<file path="config.mk">
export PLATFORM = sky130hd
export DESIGN_NAME = ama_riscv_retire_tracer
export DESIGN_NICKNAME = d
export VERILOG_FILES = /design/src/rtl/ama_riscv_retire_tracer.sv
export SDC_FILE = /design/constraint.sdc
export NUM_CORES = 2
export LEC_CHECK = 0
export CORE_UTILIZATION = 45
export CTS_BUF_LIST = sky130_fd_sc_hd__clkbuf_4
export CTS_CLUSTER_SIZE = 28
export DETAILED_ROUTE_END_ITERATION = 7
export GPL_TIMING_DRIVEN = 0
export PLACE_DENSITY_LB_ADDON = 0.1
export SETUP_SLACK_MARGIN = 0.02
export SYNTH_ARGS = -nofsm -noshare
export SYNTH_HDL_FRONTEND = slang
export SYNTH_SLANG_ARGS = --single-unit
</file>
<file path="constraint.sdc">
create_clock -name clk -period 14.9 [get_ports clk]
set_input_delay 3.725 -clock clk [delete_from_list [all_inputs] [get_ports clk]]
set_output_delay 3.725 -clock clk [all_outputs]
set_load 0.005 [all_outputs]
</file>
<file path="src/rtl/ama_riscv_retire_tracer.sv">
// Retire tracer: captures retired-instruction records into a FIFO while tracing
// is active and keeps free-running performance counters for every retire.
module ama_riscv_retire_tracer #(
    parameter int unsigned DEPTH = 16
) (
    input  logic                     clk,
    input  logic                     rst,
    input  logic                     trace_en,
    input  logic                     cnt_clear,
    input  logic                     in_valid,
    input  logic [31:0]              in_inst,
    input  logic [31:0]              in_pc,
    input  logic [31:0]              in_dmem_addr,
    input  logic                     in_branch_inst,
    input  logic                     in_branch_taken,
    input  logic                     in_bp_hit,
    input  logic [3:0]               in_dmem_size,
    output logic                     out_valid,
    input  logic                     out_ready,
    output logic [102:0]             out_data,
    output logic [31:0]              out_seq,
    output logic [31:0]              cnt_inst,
    output logic [31:0]              cnt_branch,
    output logic [31:0]              cnt_taken,
    output logic [31:0]              cnt_bp_miss,
    output logic [31:0]              cnt_load,
    output logic [31:0]              cnt_store,
    output logic [15:0]              cnt_drop,
    output logic                     overflow,
    output logic [$clog2(DEPTH):0]   level
);

    localparam int unsigned AW = $clog2(DEPTH);
    // Stored entry: 103-bit record followed by the 32-bit retire index
    localparam int unsigned RW = 103 + 32;
    localparam logic [AW:0] LvlFull = (AW+1)'(DEPTH);
    localparam logic [AW:0] LvlOne  = (AW+1)'(1);
    localparam logic [AW-1:0] PtrOne = AW'(1);

    typedef enum logic [1:0] {StIdle, StActive, StDrain} state_t;

    state_t          r_state;
    state_t          w_state_nxt;
    logic [RW-1:0]   r_mem [DEPTH];
    logic [AW-1:0]   r_wptr;
    logic [AW-1:0]   r_rptr;
    logic [AW:0]     r_level;
    logic [31:0]     r_cnt_inst;
    logic [31:0]     r_cnt_branch;
    logic [31:0]     r_cnt_taken;
    logic [31:0]     r_cnt_bp_miss;
    logic [31:0]     r_cnt_load;
    logic [31:0]     r_cnt_store;
    logic [15:0]     r_cnt_drop;
    logic            r_overflow;

    logic            w_push_req;
    logic            w_pop;
    logic            w_full;
    logic            w_push;
    logic            w_drop;
    logic [RW-1:0]   w_head;

    assign w_full     = (r_level == LvlFull);
    assign w_pop      = (r_level != '0) && out_ready;
    assign w_push_req = (r_state == StActive) && in_valid;
    // A full FIFO still takes the new record when the head leaves this cycle
    assign w_push     = w_push_req && (!w_full || w_pop);
    assign w_drop     = w_push_req && w_full && !w_pop;
    assign w_head     = r_mem[r_rptr];

    // Capture-mode FSM next-state decode
    always_comb begin
        w_state_nxt = r_state;
        unique case (r_state)
            StIdle:   if (trace_en) w_state_nxt = StActive;
            StActive: if (!trace_en) w_state_nxt = StDrain;
            StDrain: begin
                if (trace_en)             w_state_nxt = StActive;
                else if (r_level == '0)   w_state_nxt = StIdle;
            end
            default:  w_state_nxt = StIdle;
        endcase
    end

    // FSM state register
    always_ff @(posedge clk or negedge rst) begin
        if (!rst) r_state <= StIdle;
        else      r_state <= w_state_nxt;
    end

    // FIFO storage; contents are don't-care until pushed, output is masked by level
    always_ff @(posedge clk) begin
        if (w_push) begin
            r_mem[r_wptr] <= {in_inst, in_pc, in_dmem_addr, in_dmem_size,
                              in_branch_inst, in_branch_taken, in_bp_hit, r_cnt_inst};
        end
    end

    // FIFO pointers and occupancy
    always_ff @(posedge clk or negedge rst) begin
        if (!rst) begin
            r_wptr  <= '0;
            r_rptr  <= '0;
            r_level <= '0;
        end else begin
            if (w_push) r_wptr <= r_wptr + PtrOne;
            if (w_pop)  r_rptr <= r_rptr + PtrOne;
            if (w_push && !w_pop)      r_level <= r_level + LvlOne;
            else if (!w_push && w_pop) r_level <= r_level - LvlOne;
        end
    end

    // Performance counters, drop counter and sticky overflow; clear wins
    always_ff @(posedge clk or negedge rst) begin
        if (!rst) begin
            r_cnt_inst    <= '0;
            r_cnt_branch  <= '0;
            r_cnt_taken   <= '0;
            r_cnt_bp_miss <= '0;
            r_cnt_load    <= '0;
            r_cnt_store   <= '0;
            r_cnt_drop    <= '0;
            r_overflow    <= 1'b0;
        end else if (cnt_clear) begin
            r_cnt_inst    <= '0;
            r_cnt_branch  <= '0;
            r_cnt_taken   <= '0;
            r_cnt_bp_miss <= '0;
            r_cnt_load    <= '0;
            r_cnt_store   <= '0;
            r_cnt_drop    <= '0;
            r_overflow    <= 1'b0;
        end else begin
            if (in_valid) begin
                r_cnt_inst <= r_cnt_inst + 32'd1;
                if (in_branch_inst)                    r_cnt_branch  <= r_cnt_branch + 32'd1;
                if (in_branch_inst && in_branch_taken) r_cnt_taken   <= r_cnt_taken + 32'd1;
                if (in_branch_inst && !in_bp_hit)      r_cnt_bp_miss <= r_cnt_bp_miss + 32'd1;
                if (in_dmem_size[3:2] == 2'b00)        r_cnt_load    <= r_cnt_load + 32'd1;
                if (in_dmem_size[3:2] == 2'b01)        r_cnt_store   <= r_cnt_store + 32'd1;
            end
            if (w_drop) begin
                r_overflow <= 1'b1;
                if (r_cnt_drop != 16'hFFFF) r_cnt_drop <= r_cnt_drop + 16'd1;
            end
        end
    end

    assign out_valid   = (r_level != '0);
    assign out_data    = out_valid ? w_head[RW-1:32] : '0;
    assign out_seq     = out_valid ? w_head[31:0]    : '0;
    assign level       = r_level;
    assign cnt_inst    = r_cnt_inst;
    assign cnt_branch  = r_cnt_branch;
    assign cnt_taken   = r_cnt_taken;
    assign cnt_bp_miss = r_cnt_bp_miss;
    assign cnt_load    = r_cnt_load;
    assign cnt_store   = r_cnt_store;
    assign cnt_drop    = r_cnt_drop;
    assign overflow    = r_overflow;

endmodule

</file>
==> flow_metrics.env <==
export IMPL_ctsResizeCount=0
export IMPL_tightest_slew_ns=1.37
export IMPL_clkTransAtPathRegs_ns=0.06
export IMPL_antenna_found_initial=34
export IMPL_power_density_nw_per_um2=170
export IMPL_end_kind="primary output"
export IMPL_rows=166
export IMPL_grtUsageTotal=0.246
export IMPL_multiInputGateArea_um2=21300
export IMPL_ys_types=60
export IMPL_cts_hold_buf=0
export IMPL_cts_tree="built"
export IMPL_mostFrequentLayoutCell="edfxtp_1"
export IMPL_cts_setup_buffers=0
export IMPL_seqCellArea_um2=70500
export IMPL_wl_met3_mm=18.3
export IMPL_wirelength_mm=256
export IMPL_die_w_um=456
export IMPL_boundaryPins=459
export IMPL_cts_buffer_depth=4
export IMPL_ys_seq_area_frac=0.760
export IMPL_critical_path_arrival_ns=6.14
export IMPL_wl_met2_mm=127
export IMPL_min_period_ns=9.86
export IMPL_max_cap_violations=0
export IMPL_area_growth_pct=20.4
export IMPL_drive_gt1_frac=0.295
export IMPL_core_area_um2=205000
export IMPL_die_area_um2=208000
export IMPL_nets=5880
export IMPL_dr_pass1_iters=7
export IMPL_cts_root_buf="clkbuf_4"
export IMPL_ir_drop_v=0.000105
export IMPL_outcome="finished, final reports clean"
export IMPL_synth_seq_cells=2384
export IMPL_grt_overflow=0
export IMPL_p_leak_nw=37.7
export IMPL_fin_skew_ns=0.0533
export IMPL_slew_viol_final=0
export IMPL_die_h_um=456
export IMPL_route_detailed_drc=0
export IMPL_hold_slack_ns=0.498
export IMPL_ys_warn_count=0
export IMPL_vias_per_cell=5.64
export IMPL_fillerInstances=16300
export IMPL_crit_type="flip-flop to primary output"
export IMPL_vias=50100
export IMPL_synth_fp_nets=4608
export IMPL_syn_area_per_cell_um2=20.7
export IMPL_ant_nets=0
export IMPL_finalCritPeriodShare=0.662
export IMPL_async_reset_ff_frac=0.0940
export IMPL_wl_met1_mm=106
export IMPL_cts_htree_levels=6
export IMPL_synthFlopType="edfxtp_1"
export IMPL_initial_core_util=0.453
export IMPL_synth_edf_count=2160
export IMPL_clock_latency_ns=1.37
export IMPL_setup_tns_ns=0
export IMPL_grt_pass1_vias=51700
export IMPL_setup_viol=0
export IMPL_top_layer="met5"
export IMPL_required_ns=11.18
export IMPL_path_max_fanout=10
export IMPL_fin_ws_ns=5.04
export IMPL_layout_common_cells="edfxtp_1, clkbuf_4, mux4_2, clkdlybuf4s50_1, mux2i_1"
export IMPL_grt_max_degree=106
export IMPL_clock_sinks=2384
export IMPL_grt_pass1_wl_mm=366
export IMPL_hpwlAfterDp_mm=165
export IMPL_fmax_ghz=0.101
export IMPL_synth_area_um2=92700
export IMPL_hold_viol=0
export IMPL_dp_slack_ns=6.37
export IMPL_min_path_type="flip-flop to flip-flop"
export IMPL_cp_start_kind="flip-flop"
export IMPL_numCtsBuffers=642
export IMPL_postSynthCellCount=4482
export IMPL_rsz0062_at_grt="false"
export IMPL_portBuffers=456
export IMPL_relSlewSlack=0.0840
export IMPL_place_gp_congestion=0.799
export IMPL_wl_per_cell_um=28.8
export IMPL_dr_first_iter_drc_count=4129
-- critical path, stage by stage, from the launching register on --
cell             delay [ns]
dfrtp_1                0.37
clkbuf_1               0.87
clkbuf_1               1.04
clkbuf_1               0.78
mux4_2                 0.37
mux2i_1                0.07
o22ai_1                0.59
clkdlybuf4s50_1        0.64
-- cells by family after synthesis --
| logic type | after synthesis | synth area share |
|---|---|---|
| compound gates | 220 | 0.0147 |
| buf+inv | 248 | 0.0109 |
| xor+xnor | 179 | 0.0169 |
| simple gates | 615 | 0.0333 |
| mux | 819 | 0.161 |
| fa+ha+maj | 17 | 0.00238 |
| flops | 2384 | 0.760 |
-- through the flow --
stage / std cells / utilization / power (W) / instance area, um^2
6_report: 8897 / 0.545 / 0.0189 / 112000
3_3_place_gp: 7626 / 0.492 / 0.0136 / 101000
2_1_floorplan: 4482 / - / 0.0109 / 92700
3_5_place_dp: 7798 / 0.507 / 0.0135 / 104000
5_1_grt: 8889 / 0.545 / 0.0197 / 112000
4_1_cts: 8886 / 0.545 / 0.0193 / 112000
-- worst paths after layout --
path                            start           end  slack, ns  cells after the start
min in group asynchronous         rst  cnt_load[28]       2.36                      1
min reg2reg                r_state[1]    r_state[0]       0.50                      1
min                        r_state[1]    r_state[0]       0.50                      1
max reg2reg                  level[0]  r_mem[3][95]      11.09                     10
max                         r_rptr[1]  out_data[97]       5.04                      7
max in group asynchronous         rst  cnt_inst[21]      11.32                      3
-- layer usage --
layer / GRT usage / up-vias
met5: 0 / -
met4: 0.0670 / 6
met3: 0.0619 / 331
met2: 0.402 / 1876
met1: 0.329 / 26500
li1: - / 21500
-- synthesized netlist by cell type (5+ instances only) --
library cell,instances,area share
inv_1,22,0.00089
or3_1,24,0.0016
and4_1,20,0.0019
buf_2,61,0.0033
xor2_1,100,0.0095
xnor2_1,79,0.0075
nand2b_1,7,0.00047
or2_2,5,0.00034
nand3b_1,5,0.00041
edfxtp_1,2160,0.70
dfrtp_1,224,0.060
nor2_1,218,0.0088
mux2i_1,276,0.030
and3_1,23,0.0016
or4_1,5,0.00041
buf_1,28,0.0011
nand3_1,73,0.0039
ha_1,16,0.0022
nand4_1,62,0.0042
nand2_1,82,0.0033
and2_1,10,0.00068
nor4_1,30,0.0020
a21oi_1,34,0.0018
clkbuf_1,135,0.0055
o21ai_0,26,0.0014
nor3_1,32,0.0017
mux4_2,540,0.13
o22ai_1,135,0.0091
-- cell type report --
type	instances	area share
diodes	11	0.000247
plain buffers	226	0.00847
clock buffers	977	0.0657
clock inverters	111	0.00499
inverters	22	0.000740
multi-input cells	1850	0.191
flip-flops and latches	2384	0.632
well taps	2688	0.0301
repair buffers	628	0.0670
-- power breakdown --
part | internal [W] | leakage (nW) | switching, W
sequential | 0.00750 | 22.8 | 0.0000567
combinational | 0.00254 | 10.1 | 0.00315
clock | 0.00305 | 4.79 | 0.00262
-- state kept, by name (all words and copies together) (netlist names), 16 cells and up --
signal and flops:
cnt_branch 32, cnt_bp_miss 32, cnt_load 32, r_mem 2160, cnt_drop 16, cnt_store 32, cnt_inst 32, cnt_taken 32
Note: power is estimated with default switching activity, not from simulation.
